--- src/rtl/cursor_pkg.sv ---
// ============================================================================
// Module : cursor_pkg
// Brief  : Shared types and constants for the menu cursor overlay.
// Rev    : 1.0
// ============================================================================
`default_nettype none

package cursor_pkg;

  typedef enum logic [1:0] {
    UP    = 2'd0,
    DOWN  = 2'd1,
    LEFT  = 2'd2,
    RIGHT = 2'd3
  } dir_t;

  typedef enum logic [0:0] {
    ST_IDLE    = 1'b0,
    ST_PENDING = 1'b1
  } state_t;

  localparam logic [23:0] C_CURSOR_RGB = {8'd132, 8'd240, 8'd198};

  // Index width that never collapses to zero bits for a single-entry range.
  function automatic int unsigned idx_width(input int unsigned n);
    return (n > 1) ? $clog2(n) : 1;
  endfunction

endpackage

`default_nettype wire

--- src/rtl/cursor_step.sv ---
// ============================================================================
// Module : cursor_step
// Brief  : Next grid position for one move, wrapping at every grid edge.
// Rev    : 1.0
// ============================================================================
`default_nettype none

module cursor_step
  import cursor_pkg::*;
#(
  parameter int unsigned ROWS = 3,
  parameter int unsigned COLS = 3,
  parameter int unsigned RW   = 2,
  parameter int unsigned CW   = 2
) (
  input  logic [RW-1:0] i_row,
  input  logic [CW-1:0] i_col,
  input  dir_t          i_dir,
  output logic [RW-1:0] o_next_row,
  output logic [CW-1:0] o_next_col
);

  localparam logic [RW-1:0] C_ROW_LAST = RW'(ROWS - 1);
  localparam logic [CW-1:0] C_COL_LAST = CW'(COLS - 1);

  always_comb begin
    o_next_row = i_row;
    o_next_col = i_col;
    case (i_dir)
      UP:      o_next_row = (i_row == '0)         ? C_ROW_LAST : i_row - 1'b1;
      DOWN:    o_next_row = (i_row == C_ROW_LAST) ? '0         : i_row + 1'b1;
      LEFT:    o_next_col = (i_col == '0)         ? C_COL_LAST : i_col - 1'b1;
      RIGHT:   o_next_col = (i_col == C_COL_LAST) ? '0         : i_col + 1'b1;
      default: ;
    endcase
  end

endmodule

`default_nettype wire

--- src/rtl/cursor_controller.sv ---
// ============================================================================
// Module : cursor_controller
// Brief  : Grid-menu cursor bar overlay; moves commit on frame_start.
//          Optional blinking enabled by defining CURSOR_BLINK_EN.
// Rev    : 1.0
// ============================================================================
`default_nettype none

module cursor_controller
  import cursor_pkg::*;
#(
  parameter int unsigned COLS         = 3,
  parameter int unsigned ROWS         = 3,
  parameter int unsigned X0           = 73,
  parameter int unsigned Y0           = 126,
  parameter int unsigned CELL_W       = 210,
  parameter int unsigned CELL_H       = 158,
  parameter int unsigned BAR_W        = 65,
  parameter int unsigned BAR_H        = 3,
  parameter int unsigned BLINK_FRAMES = 30,
  parameter logic [23:0] CURSOR_RGB   = C_CURSOR_RGB
) (
  input  logic                               clk,
  input  logic                               rst_n,
  input  logic [9:0]                         pixelx,
  input  logic [9:0]                         pixely,
  input  logic                               frame_start,
  input  logic                               move_valid,
  input  logic [1:0]                         move_dir,
  output logic                               move_ready,
  output logic [idx_width(ROWS*COLS)-1:0]    sel_position,
  output logic                               is_visible,
  output logic [23:0]                        RGB
);

  localparam int unsigned RW = idx_width(ROWS);
  localparam int unsigned CW = idx_width(COLS);
  localparam int unsigned SW = idx_width(ROWS * COLS);

  state_t        r_state;
  state_t        w_state_nxt;
  logic          w_accept;
  logic          w_commit;

  logic [RW-1:0] r_row;
  logic [CW-1:0] r_col;
  logic [RW-1:0] r_nrow;
  logic [CW-1:0] r_ncol;
  logic [RW-1:0] w_step_row;
  logic [CW-1:0] w_step_col;
  logic [SW-1:0] r_sel;

  logic [10:0]   w_x_lo;
  logic [10:0]   w_x_hi;
  logic [10:0]   w_y_lo;
  logic [10:0]   w_y_hi;
  logic          w_hit;
  logic          w_show;
  logic          r_visible;
  logic [23:0]   r_rgb;

  // ---------------------------------------------------------------- FSM
  always_ff @(posedge clk) begin
    if (!rst_n) begin
      r_state <= ST_IDLE;
    end else begin
      r_state <= w_state_nxt;
    end
  end

  // A move taken while frame_start is high waits for the following frame.
  always_comb begin
    w_state_nxt = r_state;
    w_accept    = 1'b0;
    w_commit    = 1'b0;
    case (r_state)
      ST_IDLE: begin
        if (move_valid) begin
          w_accept    = 1'b1;
          w_state_nxt = ST_PENDING;
        end
      end
      ST_PENDING: begin
        if (frame_start) begin
          w_commit    = 1'b1;
          w_state_nxt = ST_IDLE;
        end
      end
      default: w_state_nxt = ST_IDLE;
    endcase
  end

  assign move_ready = (r_state == ST_IDLE);

  // ----------------------------------------------------------- position
  cursor_step #(
    .ROWS (ROWS),
    .COLS (COLS),
    .RW   (RW),
    .CW   (CW)
  ) u_step (
    .i_row      (r_row),
    .i_col      (r_col),
    .i_dir      (dir_t'(move_dir)),
    .o_next_row (w_step_row),
    .o_next_col (w_step_col)
  );

  always_ff @(posedge clk) begin
    if (!rst_n) begin
      r_row  <= '0;
      r_col  <= '0;
      r_nrow <= '0;
      r_ncol <= '0;
      r_sel  <= '0;
    end else begin
      if (w_accept) begin
        r_nrow <= w_step_row;
        r_ncol <= w_step_col;
      end
      if (w_commit) begin
        r_row <= r_nrow;
        r_col <= r_ncol;
        r_sel <= SW'(r_nrow * COLS + r_ncol);
      end
    end
  end

  assign sel_position = r_sel;

  // ---------------------------------------------------------- bar hit
  assign w_x_lo = 11'(X0 + r_col * CELL_W);
  assign w_x_hi = 11'(X0 + r_col * CELL_W + BAR_W - 1);
  assign w_y_lo = 11'(Y0 + r_row * CELL_H);
  assign w_y_hi = 11'(Y0 + r_row * CELL_H + BAR_H - 1);

  assign w_hit = ({1'b0, pixelx} >= w_x_lo) && ({1'b0, pixelx} <= w_x_hi) &&
                 ({1'b0, pixely} >= w_y_lo) && ({1'b0, pixely} <= w_y_hi);

`ifdef CURSOR_BLINK_EN
  localparam int unsigned BW = idx_width(BLINK_FRAMES);

  logic [BW-1:0] r_blink_cnt;
  logic          r_phase;

  // A commit lands on frame_start and takes priority, restarting visible.
  always_ff @(posedge clk) begin
    if (!rst_n) begin
      r_blink_cnt <= '0;
      r_phase     <= 1'b1;
    end else if (w_commit) begin
      r_blink_cnt <= '0;
      r_phase     <= 1'b1;
    end else if (frame_start) begin
      if (r_blink_cnt == BW'(BLINK_FRAMES - 1)) begin
        r_blink_cnt <= '0;
        r_phase     <= ~r_phase;
      end else begin
        r_blink_cnt <= r_blink_cnt + 1'b1;
      end
    end
  end

  assign w_show = w_hit & r_phase;
`else
  assign w_show = w_hit;
`endif

  // ------------------------------------------------------------ output
  always_ff @(posedge clk) begin
    if (!rst_n) begin
      r_visible <= 1'b0;
      r_rgb     <= '0;
    end else begin
      r_visible <= w_show;
      r_rgb     <= w_show ? CURSOR_RGB : 24'd0;
    end
  end

  assign is_visible = r_visible;
  assign RGB        = r_rgb;

endmodule

`default_nettype wire

--- config.mk ---
export PLATFORM = sky130hd
export DESIGN_NAME = cursor_controller
export DESIGN_NICKNAME = d
export VERILOG_FILES = /design/src/rtl/cursor_pkg.sv /design/src/rtl/cursor_step.sv /design/src/rtl/cursor_controller.sv
export SDC_FILE = /design/constraint.sdc
export NUM_CORES = 1
export LEC_CHECK = 0
export BUFFER_PORTS_ARGS = -buffer_cell sky130_fd_sc_hd__buf_2
export CAP_MARGIN = 20
export CORE_MARGIN = 2
export CORE_UTILIZATION = 55
export CTS_CLUSTER_DIAMETER = 50
export DETAILED_ROUTE_END_ITERATION = 6
export PLACE_DENSITY = 0.85
export SLEW_MARGIN = 20
export SYNTH_ARGS = -nofsm -noshare
export SYNTH_HDL_FRONTEND = slang
export SYNTH_SLANG_ARGS = --single-unit
export TNS_END_PERCENT = 10
--- constraint.sdc ---
create_clock -name clk -period 5.3 [get_ports clk]
set_clock_uncertainty 0.1 [all_clocks]
set_input_delay 1.325 -clock clk [delete_from_list [all_inputs] [get_ports clk]]
set_output_delay 1.325 -clock clk [all_outputs]
set_load 0.01 [all_outputs]
==> metrics.cfg, run 1 <==
[synth]
synth-adder-area-share_pct = 33.05
muxShareOfSynthArea_pct = 1.717
synthCells = 212
async_reset_ff_share_pct = 0
synth-seq-cells = 14
synth-edff-count = 0
synth_xor_area_share_pct = 1.931
ys_seq_area_share_pct = 16.02
syn-cell-area_mm2 = 0.001749
synth_ff_type = dfxtp_1
syn_avg_cell_area_um2 = 8.251
synth_top_area_share_pct = 30.76
ys_types = 38
yosysMostFrequentCell = ha_1
ys_warn_count = 0
ys_top_cells_by_area = ha_1, dfxtp_1, buf_4, nand2_1, inv_1
synth_top_family_by_area = adder cells
synth_simple_gate_area_share_pct = 16.09
synth_compound_area_share_pct = 16.17
synth_commonest_cells = ha_1, nand2_1, buf_4
synth.largest_area_cell = ha_1

[grt]
track_usage_pct = 19.25
grt_max_degree = 15
grt_pass1_vias = 1295
overflow = 0
grt_pass1_wl_um = 5319
grt_antenna_before_repair = 0

[worst_hold_path]
hp-class = flop to flop

[cells_and_area]
diodes = 0
seqCellArea_um2 = 280.3
drive_gt1_share_pct = 20.58
stdcell_count = 287
multi_input_area_mm2 = 0.001262
synthToLayoutAreaGrowth_pct = 8.799
nets = 315
post-route-cell-area_mm2 = 0.001903
fillers = 279

[setup_path]
reg2regPathDepth = 9
rrSetupSlack_ns = 2.90
worstPathRequired_ns = 5.42
critPathArrivalTime_ns = 2.76
critPathCaptureType = flop
crit_type = primary input to flop
startpoint_type = primary input
crit_fanout = 2
critPathLaunch = pixelx[1]
rr_startpoint = r_row[0]
reg2reg_to = RGB[18]
endpoint = RGB[18]

[routing]
dr_total_vias = 1474
drc = 0
wl_per_cell_um = 11.38
drtIter0Drc = 44
ant_nets = 0
vias_per_cell = 5.136
wl_um = 3265
first_pass_iters = 4

[sta]
period_needed_ns = 2.637
timing.fmax_mhz = 379.3
post-route-period-util_pct = 49.75
setup_viol = 0
finalSetupTns_ns = 0
hold_violations = 0
rsz0062_at_grt = false
slew_violations = 0

[floorplanning]
die_area_mm2 = 0.003648
start_util_pct = 57.77
core_region_area_mm2 = 0.003028
rows = 20
pin_count = 56
dieWidth_um = 60.40
die_h_um = 60.40

[cts]
holdBufCountCts = 0
ctsResizeCount = 0
clkSinkCount = 14
numCtsBuffers = 3
cts_root_buf = clkbuf_4
clock_latency_ns = 0.30
clockBufferDepth = 2
htree_num_levels = 1
post_cts_buffers = 0
path_clk_slew_ns = 0.10
cts_tree = yes

[placement]
numPortBuffers = 41
dp_cells = 283
dp_hpwl_um = 2768
gp_congestion = 0.8572
placed_area_mm2 = 0.001867

[job]
drv_cap = 0

[power]
p_leak_nw = 0.9510
ir_drop_mv = 0.1313
powerDensity_mw_per_mm2 = 142.6

[run_status]
status = complete, no violations

[cell type report]
class,instances,share of cell area (%)
clock buffers,4,1.907
multi-input cells,167,66.34
flip-flops and latches,14,14.73
well taps,44,2.893
inverters,17,3.353
repair buffers,41,10.78
[registers in the layout (all words and copies together), names as in the netlist]
| register | flops |
|---|---|
| sel_position | 4 |
| r_ncol | 2 |
| r_state | 1 |
| r_col | 2 |
| r_nrow | 2 |
| r_row | 2 |
| RGB | 1 |
[worst max-delay path: stages]
cell	delay (ns)
buf_2	0.10
ha_1	0.31
a211oi_2	0.18
nor2_1	0.08
a311oi_1	0.28
o21ai_1	0.12
o31a_1	0.13
nor4_2	0.24
[where the power goes]
part	switching (mW)	internal [mW]	total [mW]
logic	0.0436	0.0333	0.0769
clock network	0.0403	0.0419	0.0822
registers	0.00341	0.109	0.112
total	0.0874	0.184	0.271
[kinds of logic after synthesis]
family / Yosys count
simple gates: 59
fa+ha+maj: 45
buf+inv: 45
compound gates: 42
flops: 14
xor+xnor: 3
mux: 3
other cells: 1
[metrics by stage]
step	utilization [%]	setup WS, ns	total power [mW]	hold slack, ns
after floorplan	-	2.589	0.1751	0.3582
after detailed placement	61.65	2.329	0.1912	0.3580
after global placement	61.65	2.423	0.1877	0.3529
after global routing	62.85	2.554	0.2912	0.4167
final	62.85	2.663	0.2714	0.3669
after CTS	62.85	2.646	0.2741	0.3725
[worst min path at each step]
stage,startpoint,endpoint,slack [ns],depth (start not counted)
after detailed placement,sel_position[1],sel_position[1],0.36,2
after floorplan,r_ncol[0],r_col[0],0.36,2
after global placement,sel_position[1],sel_position[1],0.35,2
after global routing,sel_position[1],sel_position[1],0.42,2
final,sel_position[1],sel_position[1],0.37,2
after CTS,sel_position[1],sel_position[1],0.37,2
[placed cells by master (no fill, tap or decap), types with 2 or more instances in the layout]
cell      count
a211oi_1      3
o211a_1       2
conb_1       15
inv_1        17
and2_1        4
dfxtp_1      14
ha_1         43
a21boi_0      7
nor2_1       10
a21oi_1       8
o21ai_0      10
nand2_1      27
fa_1          2
nand4_1       2
a311oi_1      2
and3_1        2
buf_2        41
mux2i_1       3
a31oi_1       2
nor2b_1       4
clkbuf_4      3
nand3_1       5
[routing by layer]
| metal | vias up | GRT usage (%) | part of all wire [%] |
|---|---|---|---|
| met3 | 6 | 3.838 | 5.2 |
| met2 | 49 | 34.78 | 49 |
| met4 | 0 | 6.032 | 1.3 |
| met1 | 669 | 22.82 | 45 |
| li1 | 750 | - | - |
| met5 | - | 0 | 0 |
No activity file was read; power rests on OpenSTA's default activity.
==> run 2: changes to the inputs <==
--- a/config.mk
+++ b/config.mk
@@ -5,13 +5,14 @@
 export SDC_FILE = /design/constraint.sdc
 export NUM_CORES = 1
 export LEC_CHECK = 0
+export ABC_AREA = 1
 export BUFFER_PORTS_ARGS = -buffer_cell sky130_fd_sc_hd__buf_2
 export CAP_MARGIN = 20
 export CORE_MARGIN = 2
-export CORE_UTILIZATION = 55
+export CORE_UTILIZATION = 52
 export CTS_CLUSTER_DIAMETER = 50
 export DETAILED_ROUTE_END_ITERATION = 6
-export PLACE_DENSITY = 0.85
+export PLACE_DENSITY = 0.81
 export SLEW_MARGIN = 20
 export SYNTH_ARGS = -nofsm -noshare
 export SYNTH_HDL_FRONTEND = slang
==> constraint.sdc (replaced) <==
create_clock -name clk -period 2.5 [get_ports clk]
set_clock_uncertainty 0.1 [all_clocks]
set_input_delay 0.625 -clock clk [delete_from_list [all_inputs] [get_ports clk]]
set_output_delay 0.625 -clock clk [all_outputs]
set_load 0.01 [all_outputs]
==> metrics.cfg, run 2 <==
[run_status]
status = complete, no violations

[placement]
numPortBuffers = 41
placed_area_mm2 = 0.001966
dp_hpwl_um = 2918
dp_cells = 332
gp_congestion = 0.8721
dpl_worst_slack_ns = 0.2930

[sta]
post-route-period-util_pct = 89.13
rsz0062_at_grt = false
setup_viol = 0
timing.fmax_mhz = 448.8
timing.final.ws_setup_ns = 0.2717
period_needed_ns = 2.228
holdWs_ns = 0.3869
slew_violations = 0
finalSetupTns_ns = 0
hold_violations = 0

[power]
powerDensity_mw_per_mm2 = 357.1
power.total_uw = 714.9
p_leak_nw = 1.082
ir_drop_mv = 0.3674

[setup_path]
crit_fanout = 7
crit_type = flop to flop
reg2regPathDepth = 14
critPathCaptureType = flop
startpoint_type = flop
worst-path-buf-inv = 3
cp_top_family = adder cells
cp.depth = 14
max_stage_delay_ns = 0.44
worstPathRequired_ns = 2.63
critPathArrivalTime_ns = 2.35
crit_chain = inv_1 > ha_1 > inv_1 > ha_1 > nand2_1 > inv_2 > nand2_2 > nor2_2 > nand2_1 > nand3_2 > nand2_2 > nor2_2 > nand2_1 > nor2_2
crit_path_top_delay_cell = dfxtp_1

[synth]
synth.largest_area_cell = ha_1
ys_seq_area_share_pct = 15.29
synthCells = 256
syn-cell-area_mm2 = 0.001833
yosysMostFrequentCell = nand2_1
syn_avg_cell_area_um2 = 7.160
ys_types = 22
synth-edff-count = 0
synth_ff_type = dfxtp_1
synth_commonest_cells = nand2_1, ha_1, inv_1
async_reset_ff_share_pct = 0
synth-seq-cells = 14
ys_warn_count = 0
ys_top_cells_by_area = ha_1, dfxtp_1, buf_4, nand2_1, inv_1
synth_top_area_share_pct = 29.35

[grt]
overflow = 0
grt_max_degree = 15
grtUsageMet1_pct = 22.06
grtUsageMet3_pct = 2.321
grt_pass1_wl_um = 5947
grt_pass1_vias = 1475
track_usage_pct = 17.93
gr-usage-met2_pct = 33.42
grt_antenna_before_repair = 0
busiest_layer = met2

[routing]
vias_per_cell = 4.783
first_pass_iters = 4
dr_total_vias = 1607
wl_per_cell_um = 9.893
drc = 0
drtIter0Drc = 33
wl_um = 3324
ant_nets = 0

[cts]
ctsResizeCount = 0
cts_root_buf = clkbuf_4
numCtsBuffers = 3
clkSinkCount = 14
path_clk_slew_ns = 0.09
holdBufCountCts = 0
cts_tree = yes
clockBufferDepth = 2
clock_latency_ns = 0.28
post_cts_buffers = 0
htree_num_levels = 1

[cells_and_area]
synthToLayoutAreaGrowth_pct = 9.215
nets = 362
layout_common_cells = nand2_1, ha_1, buf_2
largest_register_ffs = 4
stdcell_count = 336
drive_gt1_share_pct = 21.72
diodes = 0
post-route-cell-area_mm2 = 0.002002
layout_commonest_cell = nand2_1
fillers = 348
final_core_util_pct = 59.52

[floorplanning]
dieWidth_um = 63.37
start_util_pct = 54.50
die_h_um = 63.37
pin_count = 56
die_area_mm2 = 0.004016
core_region_area_mm2 = 0.003363
rows = 21

[job]
drv_cap = 0

[worst_hold_path]
worstHoldPathCells = 2
hp-class = flop to flop

==> run 2: final timing paths <==
path                    from               to  slack, ns
max                 r_row[0]          RGB[18]       0.27
min          sel_position[0]  sel_position[0]       0.39
max reg2reg         r_row[0]          RGB[18]       0.27
min reg2reg  sel_position[0]  sel_position[0]       0.39
==> run 2: layer usage <==
| metal | vias up | part of all wire, % |
|---|---|---|
| met5 | - | 0 |
| met3 | 2 | 3.7 |
| met1 | 700 | 46 |
| met2 | 43 | 50 |
| met4 | 0 | 0.33 |
| li1 | 862 | - |
==> run 2: kinds of logic (layout without fill, tap and decap cells) <==
group	Yosys count	count (layout)	synth area share (%)
and+or+nand+nor	94	94	23.14
AOI/OAI and AO/OA	37	37	10.92
xor gates and xnor gates	2	2	0.9558
DFF	14	14	15.29
adders and majority gates	45	45	31.54
other	1	15	0.2046
buffers and inverters	63	83	17.95
==> run 2: power breakdown <==
part / switching [mW] / internal (mW)
combinational: 0.175 / 0.121
clock: 0.0750 / 0.0885
sequential: 0.0166 / 0.239
total: 0.266 / 0.448
==> run 2: layout make-up <==
cell class,count,area (µm²),share of cell area (%)
Inverter,37,138.9,6.937
Sequential cell,14,280.3,14.00
Tap cell,46,57.56,2.875
Clock buffer,4,36.28,1.812
Timing Repair Buffer,42,212.7,10.63
Multi-Input combinational cell,193,1276,63.75
==> run 2: worst reg2reg max path: stages (launching register included) <==
cell     delay, ns
dfxtp_1       0.44
inv_1         0.18
ha_1          0.37
inv_1         0.10
ha_1          0.33
nand2_1       0.08
inv_2         0.06
nand2_2       0.05
nor2_2        0.09
nand2_1       0.07
nand3_2       0.06
nand2_2       0.05
nor2_2        0.07
nand2_1       0.06
nor2_2        0.06
